==> config.mk <==
export PLATFORM = sky130hd
export DESIGN_NAME = qadd_accum
export DESIGN_NICKNAME = d
export VERILOG_FILES = /design/src/rtl/qadd_pkg.sv /design/src/rtl/qadd_sm_core.sv /design/src/rtl/qadd_accum.sv
export SDC_FILE = /design/constraint.sdc
export NUM_CORES = 1
export LEC_CHECK = 0
export ABC_AREA = 1
export CORE_ASPECT_RATIO = 0.75
export CORE_MARGIN = 4
export CORE_UTILIZATION = 65
export CTS_CLUSTER_DIAMETER = 60
export CTS_CLUSTER_SIZE = 16
export DETAILED_ROUTE_END_ITERATION = 8
export HOLD_SLACK_MARGIN = 0.12
export PLACE_DENSITY = 0.93
export SKIP_LAST_GASP = 1
export SYNTH_ARGS = -nofsm -noshare
export SYNTH_HDL_FRONTEND = slang
export SYNTH_SLANG_ARGS = --single-unit
==> constraint.sdc <==
create_clock -name clk -period 7.4 [get_ports clk]
set_input_delay 0.74 -clock clk [delete_from_list [all_inputs] [get_ports clk]]
set_output_delay 0.74 -clock clk [all_outputs]
set_load 0.05 [all_outputs]
==> src/rtl/qadd_pkg.sv <==
// Shared helpers for the sign-magnitude Q-format adder: field positions,
// saturation magnitude and the rule that forbids negative zero.
package qadd_pkg;

  localparam int QADD_N_DEFAULT = 32;
  localparam int QADD_Q_DEFAULT = 15;

  function automatic int sign_idx(input int n);
    return n - 1;
  endfunction

  function automatic int mag_msb(input int n);
    return n - 2;
  endfunction

  function automatic logic [63:0] max_mag(input int n);
    return (64'd1 << (n - 1)) - 64'd1;
  endfunction

  // A zero magnitude always carries a positive sign.
  function automatic logic [63:0] norm_zero(input logic [63:0] v, input int n);
    if ((v & max_mag(n)) == 64'd0) begin
      return 64'd0;
    end
    return v;
  endfunction

endpackage

==> src/rtl/qadd_sm_core.sv <==
// Combinational sign-magnitude add of x and y with clamp-or-wrap on
// magnitude overflow; the result is never negative zero.
module qadd_sm_core
  import qadd_pkg::*;
#(
  parameter int N   = QADD_N_DEFAULT,
  parameter bit SAT = 1'b1
) (
  input  logic [N-1:0] x,
  input  logic [N-1:0] y,
  output logic [N-1:0] result,
  output logic         ovf
);

  localparam int SB = sign_idx(N);
  localparam int MB = mag_msb(N);
  localparam logic [N-2:0] MAXM = (N-1)'(max_mag(N));

  function automatic logic [N-2:0] ovf_mag(input logic [N-1:0] s);
    return SAT ? MAXM : s[MB:0];
  endfunction

  logic [N-1:0] sum;
  logic [N-2:0] mag;
  logic         sgn;

  always_comb begin
    sum = {1'b0, x[MB:0]} + {1'b0, y[MB:0]};
    ovf = 1'b0;
    mag = sum[MB:0];
    sgn = x[SB];
    if (x[SB] == y[SB]) begin
      ovf = sum[SB];
      if (sum[SB]) mag = ovf_mag(sum);
    end else if (x[MB:0] >= y[MB:0]) begin
      mag = x[MB:0] - y[MB:0];
    end else begin
      mag = y[MB:0] - x[MB:0];
      sgn = y[SB];
    end
    result = N'(norm_zero(64'({sgn, mag}), N));
  end

endmodule

==> src/rtl/qadd_accum.sv <==
// Two-stage sign-magnitude adder/subtractor with valid/ready handshakes and
// an accumulate mode that keeps a running sum (and sticky overflow) per run.
module qadd_accum
  import qadd_pkg::*;
#(
  parameter int N   = QADD_N_DEFAULT,
  parameter int Q   = QADD_Q_DEFAULT,
  parameter bit SAT = 1'b1
) (
  input  logic         clk,
  input  logic         rst_n,
  input  logic         in_valid,
  output logic         in_ready,
  input  logic [N-1:0] in_a,
  input  logic [N-1:0] in_b,
  input  logic         in_sub,
  input  logic         in_acc,
  input  logic         in_last,
  output logic         out_valid,
  input  logic         out_ready,
  output logic [N-1:0] out_data,
  output logic         out_ovf
);

  localparam int SB = sign_idx(N);
  localparam int MB = mag_msb(N);

  if (Q < 0 || Q >= N - 1) begin : g_q_check
    $error("qadd_accum: Q must lie in [0, N-2]");
  end

  logic         en;
  logic [N-1:0] a_p1_d, a_p1_q, b_p1_d, b_p1_q;
  logic         sub_p1_d, sub_p1_q, acc_p1_d, acc_p1_q, last_p1_d, last_p1_q;
  logic         vld_p1_d, vld_p1_q;
  logic [N-1:0] out_data_d, out_data_q, accum_d, accum_q;
  logic         out_ovf_d, out_ovf_q, out_valid_d, out_valid_q;
  logic         run_ovf_d, run_ovf_q;
  logic [N-1:0] y_p2, res_p2;
  logic         ovf_p2;

  // Single stall signal: everything advances unless a result is stuck.
  assign en        = !out_valid_q || out_ready;
  assign in_ready  = en;
  assign out_valid = out_valid_q;
  assign out_data  = out_data_q;
  assign out_ovf   = out_ovf_q;

  // Stage 1: capture the accepted beat, with the subtract folded into b.
  always_comb begin
    vld_p1_d  = vld_p1_q;
    a_p1_d    = a_p1_q;
    b_p1_d    = b_p1_q;
    sub_p1_d  = sub_p1_q;
    acc_p1_d  = acc_p1_q;
    last_p1_d = last_p1_q;
    if (en) begin
      vld_p1_d = in_valid;
      if (in_valid) begin
        a_p1_d    = in_a;
        b_p1_d    = {in_b[SB] ^ in_sub, in_b[MB:0]};
        sub_p1_d  = in_sub;
        acc_p1_d  = in_acc;
        last_p1_d = in_last;
      end
    end
  end

  // Stage 2: add, then either emit or fold into the accumulator.
  assign y_p2 = acc_p1_q ? {accum_q[SB] ^ sub_p1_q, accum_q[MB:0]} : b_p1_q;

  qadd_sm_core #(.N(N), .SAT(SAT)) u_core (
    .x      (a_p1_q),
    .y      (y_p2),
    .result (res_p2),
    .ovf    (ovf_p2)
  );

  always_comb begin
    out_valid_d = out_valid_q;
    out_data_d  = out_data_q;
    out_ovf_d   = out_ovf_q;
    accum_d     = accum_q;
    run_ovf_d   = run_ovf_q;
    if (en) begin
      out_valid_d = 1'b0;
      if (vld_p1_q) begin
        if (!acc_p1_q) begin
          out_valid_d = 1'b1;
          out_data_d  = res_p2;
          out_ovf_d   = ovf_p2;
        end else if (last_p1_q) begin
          out_valid_d = 1'b1;
          out_data_d  = res_p2;
          out_ovf_d   = run_ovf_q | ovf_p2;
          accum_d     = '0;
          run_ovf_d   = 1'b0;
        end else begin
          accum_d   = res_p2;
          run_ovf_d = run_ovf_q | ovf_p2;
        end
      end
    end
  end

  always_ff @(posedge clk or negedge rst_n) begin
    if (!rst_n) begin
      vld_p1_q    <= 1'b0;
      out_valid_q <= 1'b0;
      out_data_q  <= '0;
      out_ovf_q   <= 1'b0;
      accum_q     <= '0;
      run_ovf_q   <= 1'b0;
    end else begin
      vld_p1_q    <= vld_p1_d;
      out_valid_q <= out_valid_d;
      out_data_q  <= out_data_d;
      out_ovf_q   <= out_ovf_d;
      accum_q     <= accum_d;
      run_ovf_q   <= run_ovf_d;
    end
  end

  always_ff @(posedge clk) begin
    a_p1_q    <= a_p1_d;
    b_p1_q    <= b_p1_d;
    sub_p1_q  <= sub_p1_d;
    acc_p1_q  <= acc_p1_d;
    last_p1_q <= last_p1_d;
  end

endmodule

==> impl_metrics.yaml <==
status:
  status: "finished with violations"
  violations: "design-rule violations"
timing:
  finClkSkew_ns: 0.02460
  setup_tns_ns: 0
  worstMarginPinSlew_ns: 1.139
  min_period_over_period_pct: 74.78
  maxSlewHeadroom_pct: 23.97
  min_period_ns: 5.534
  finalHoldViolations: 0
  finalMaxSlewViolations: 0
  fmax_mhz: 180.7
  rsz0062_at_grt: "false"
  finalSetupViolCount: 0
yosys:
  synthSimpleGateAreaFrac_pct: 35.27
  ys_seq_area_share_pct: 29.11
  synth_cell_types: 41
  yosysTopAreaCell: "nand2_1"
  synth_area_leaders: "nand2_1, edfxtp_1, dfrtp_1, inv_1, ha_1"
  synth_edf_count: 67
  synthMuxAreaShare_pct: 0
  synth_top_area_share_pct: 21.21
  netlist_instances: 1993
  synth_seq_cells: 135
  ys_warn_count: 0
  netlist_area_sq_um: 12760
  syn_nets: 2162
  synth_compound_area_share_pct: 9.425
  synthXorXnorAreaFrac_pct: 2.462
  ys.flop_type: "dfrtp_1"
  synthArstFlopShare_pct: 50.37
  synth_top_family_by_area: "simple AND/OR/NAND/NOR gates"
  synth-adder-area-share_pct: 9.788
  avgSynthCellArea_sq_um: 6.401
routing:
  vias: 13990
  ant_nets: 0
  wl_met2_microns: 18800
  vias_per_cell: 6.001
  route.final.wire_length_microns: 49000
  drt_iter0_markers: 2173
  dr_wl_met3_microns: 9164
  topRoutingLayerUsed: "met5"
  drc: 3
  drt-pass1-iter-count: 9
  post_drt_wl_per_cell_microns: 21.02
  wl_met1_microns: 19000
setup_path:
  cp-startpoint: "acc_p1_q"
  crit_type: "reg -> reg"
  worst-endpoint-required_ns: 7.73
  crit_fanout: 35
  crit_buf_inv: 4
  critPathMostFrequentCell: "nand2_1"
  slowest_stage: "edfxtp_1"
  startpoint_type: "flop"
  arrival_ns: 5.87
  reg2reg_from: "acc_p1_q"
  endpoint_kind: "flop"
  crit_chain: "buf_4, buf_4, o21ai_0, inv_1, ha_1, nand2_1, nor2_2, nand2_1, nor2_2, nand2_4, nand2_8, inv_4, nor2_1, nor2_1, nor2_1, nand2_1, nor2_1, nand2_1, nor2_1, nand2_1, nand3_1, nand2_1"
  slowest_delay_ns: 0.80
  path_delay_family: "simple AND/OR/NAND/NOR gates"
clock_network:
  h-tree-depth: 4
  cts_resized: 0
  post-cts-setup-buffer-count: 0
  clock_latency_ns: 0.45
  hold_buffers: 0
  tritoncts: "built"
  cts_buffers: 17
  cts_root_buf: "clkbuf_16"
  cts_sinks: 135
  cts_buffer_depth: 2
  path_clk_slew_ns: 0.08
cells_and_area:
  layoutNonFillerInstCount: 2331
  syn_to_final_growth_pct: 12.57
  final_common_cell: "nand2_1"
  nNetsFinal: 2234
  layout_common_cells: "nand2_1, inv_1, nor2_1, nand3_1, clkdlybuf4s50_1"
  diodes: 0
  layout-drive-gt1-share_pct: 5.679
  fin_util_pct: 74.32
pwr:
  comb_power_share_pct: 63.8
  switchingPower_uw: 3167
  p_per_area_nw_per_um2: 390.1
  peakVddDrop_uv: 378.1
  sw_frac_of_total_pct: 56.54
  pwr-share-seq_pct: 20.3
  p_clk_share_pct: 15.9
  p_int_uw: 2435
  leakage_uw: 0.007797
global_routing:
  first_global_vias: 12870
  grt_first_pass_wirelength_microns: 73100
  grt_max_degree: 69
  grt_use_total_pct: 44.14
  antenna_found_initial: 0
  grt_overflow: 0
placement:
  placed_cells: 2299
  dp_hpwl_microns: 37620
  io_buffers: 105
  gp_congestion: 1.126
floorplanning:
  die_width_microns: 169.8
  die-area_sq_um: 21950
  coreArea_sq_um: 19320
  die_y_microns: 129.3
  num_rows: 44
  start_util_pct: 66.02
  io_pins: 106
job:
  cap_viol_max_count: 0
worst_hold_path:
  holdCritPathClass: "in -> async"
## stage by stage
step	area (sq um)	setup WS, ns	hold slack, ns	total power (uW)
after floorplan	12760	4.135	0.4444	3406
after global placement	13800	2.405	0.4627	4395
after detailed placement	13800	2.365	0.4721	4445
after CTS	14360	2.236	0.4907	5371
after global routing	14360	1.655	0.5124	5826
final	14360	1.866	0.4950	5602
## logic make-up after synthesis
group / Yosys count
adder cells (fa/ha/maj): 98
XOR/XNOR: 35
buffers and inverters: 434
AO/OA/AOI/OAI: 214
AND/OR/NAND/NOR: 1077
flip-flops: 135
## path summary, 6_finish.rpt
kind,end,slack [ns],depth (start not counted)
hold reg to reg,out_data[1],0.50,2
setup / recovery,out_data[31],1.87,22
setup reg to reg,out_data[31],1.87,22
max in group asynchronous,out_valid,6.32,2
hold / removal,accum_q[7],0.50,2
min in group clk,out_data[1],0.50,2
## synth_stat cells (6+ instances only)
library cell / instances
nand2_1: 721
inv_1: 356
nor2_2: 12
ha_1: 95
a21oi_2: 10
o21ai_0: 85
dfrtp_1: 68
o21ai_1: 10
nor2_1: 137
nand2_2: 24
edfxtp_1: 67
clkbuf_1: 21
buf_4: 21
buf_6: 8
xor2_1: 32
nand3_1: 136
buf_2: 7
inv_2: 17
nand3b_1: 6
o22ai_1: 27
nand4_1: 20
a21oi_1: 63
o21bai_1: 10
## layer usage
metal,track usage [%],vias to the layer above
li1,-,6276
met1,61.97,6291
met2,60.65,1223
met3,19.79,197
met4,14.10,2
met5,2.826,-
## area by class of cell
type | instances | area (sq um)
multi-input combinational | 1424 | 7269
fill | 1561 | 4962
sequential | 135 | 3714
inverter | 377 | 1418
timing repair buffer | 110 | 1084
clock buffer | 18 | 429.2
tap | 253 | 316.6
clock inverter | 14 | 131.4
## power by group through the flow
stage | sequential (uW) | clock [uW] | combinational [uW]
after floorplan | 1400 | 0 | 2000
after global placement | 1120 | 0 | 3280
after detailed placement | 1130 | 0 | 3320
after CTS | 1130 | 869 | 3370
after global routing | 1150 | 904 | 3770
final | 1140 | 888 | 3580
## state kept, by name, indices dropped and copies added, names as in the netlist
signal / flops
a_p1_q: 32
accum_q: 32
b_p1_q: 32
out_data: 32
acc_p1_q: 1
last_p1_q: 1
out_ovf: 1
out_valid: 1
run_ovf_q: 1
sub_p1_q: 1
vld_p1_q: 1
Power figures use the tool's default switching activity.
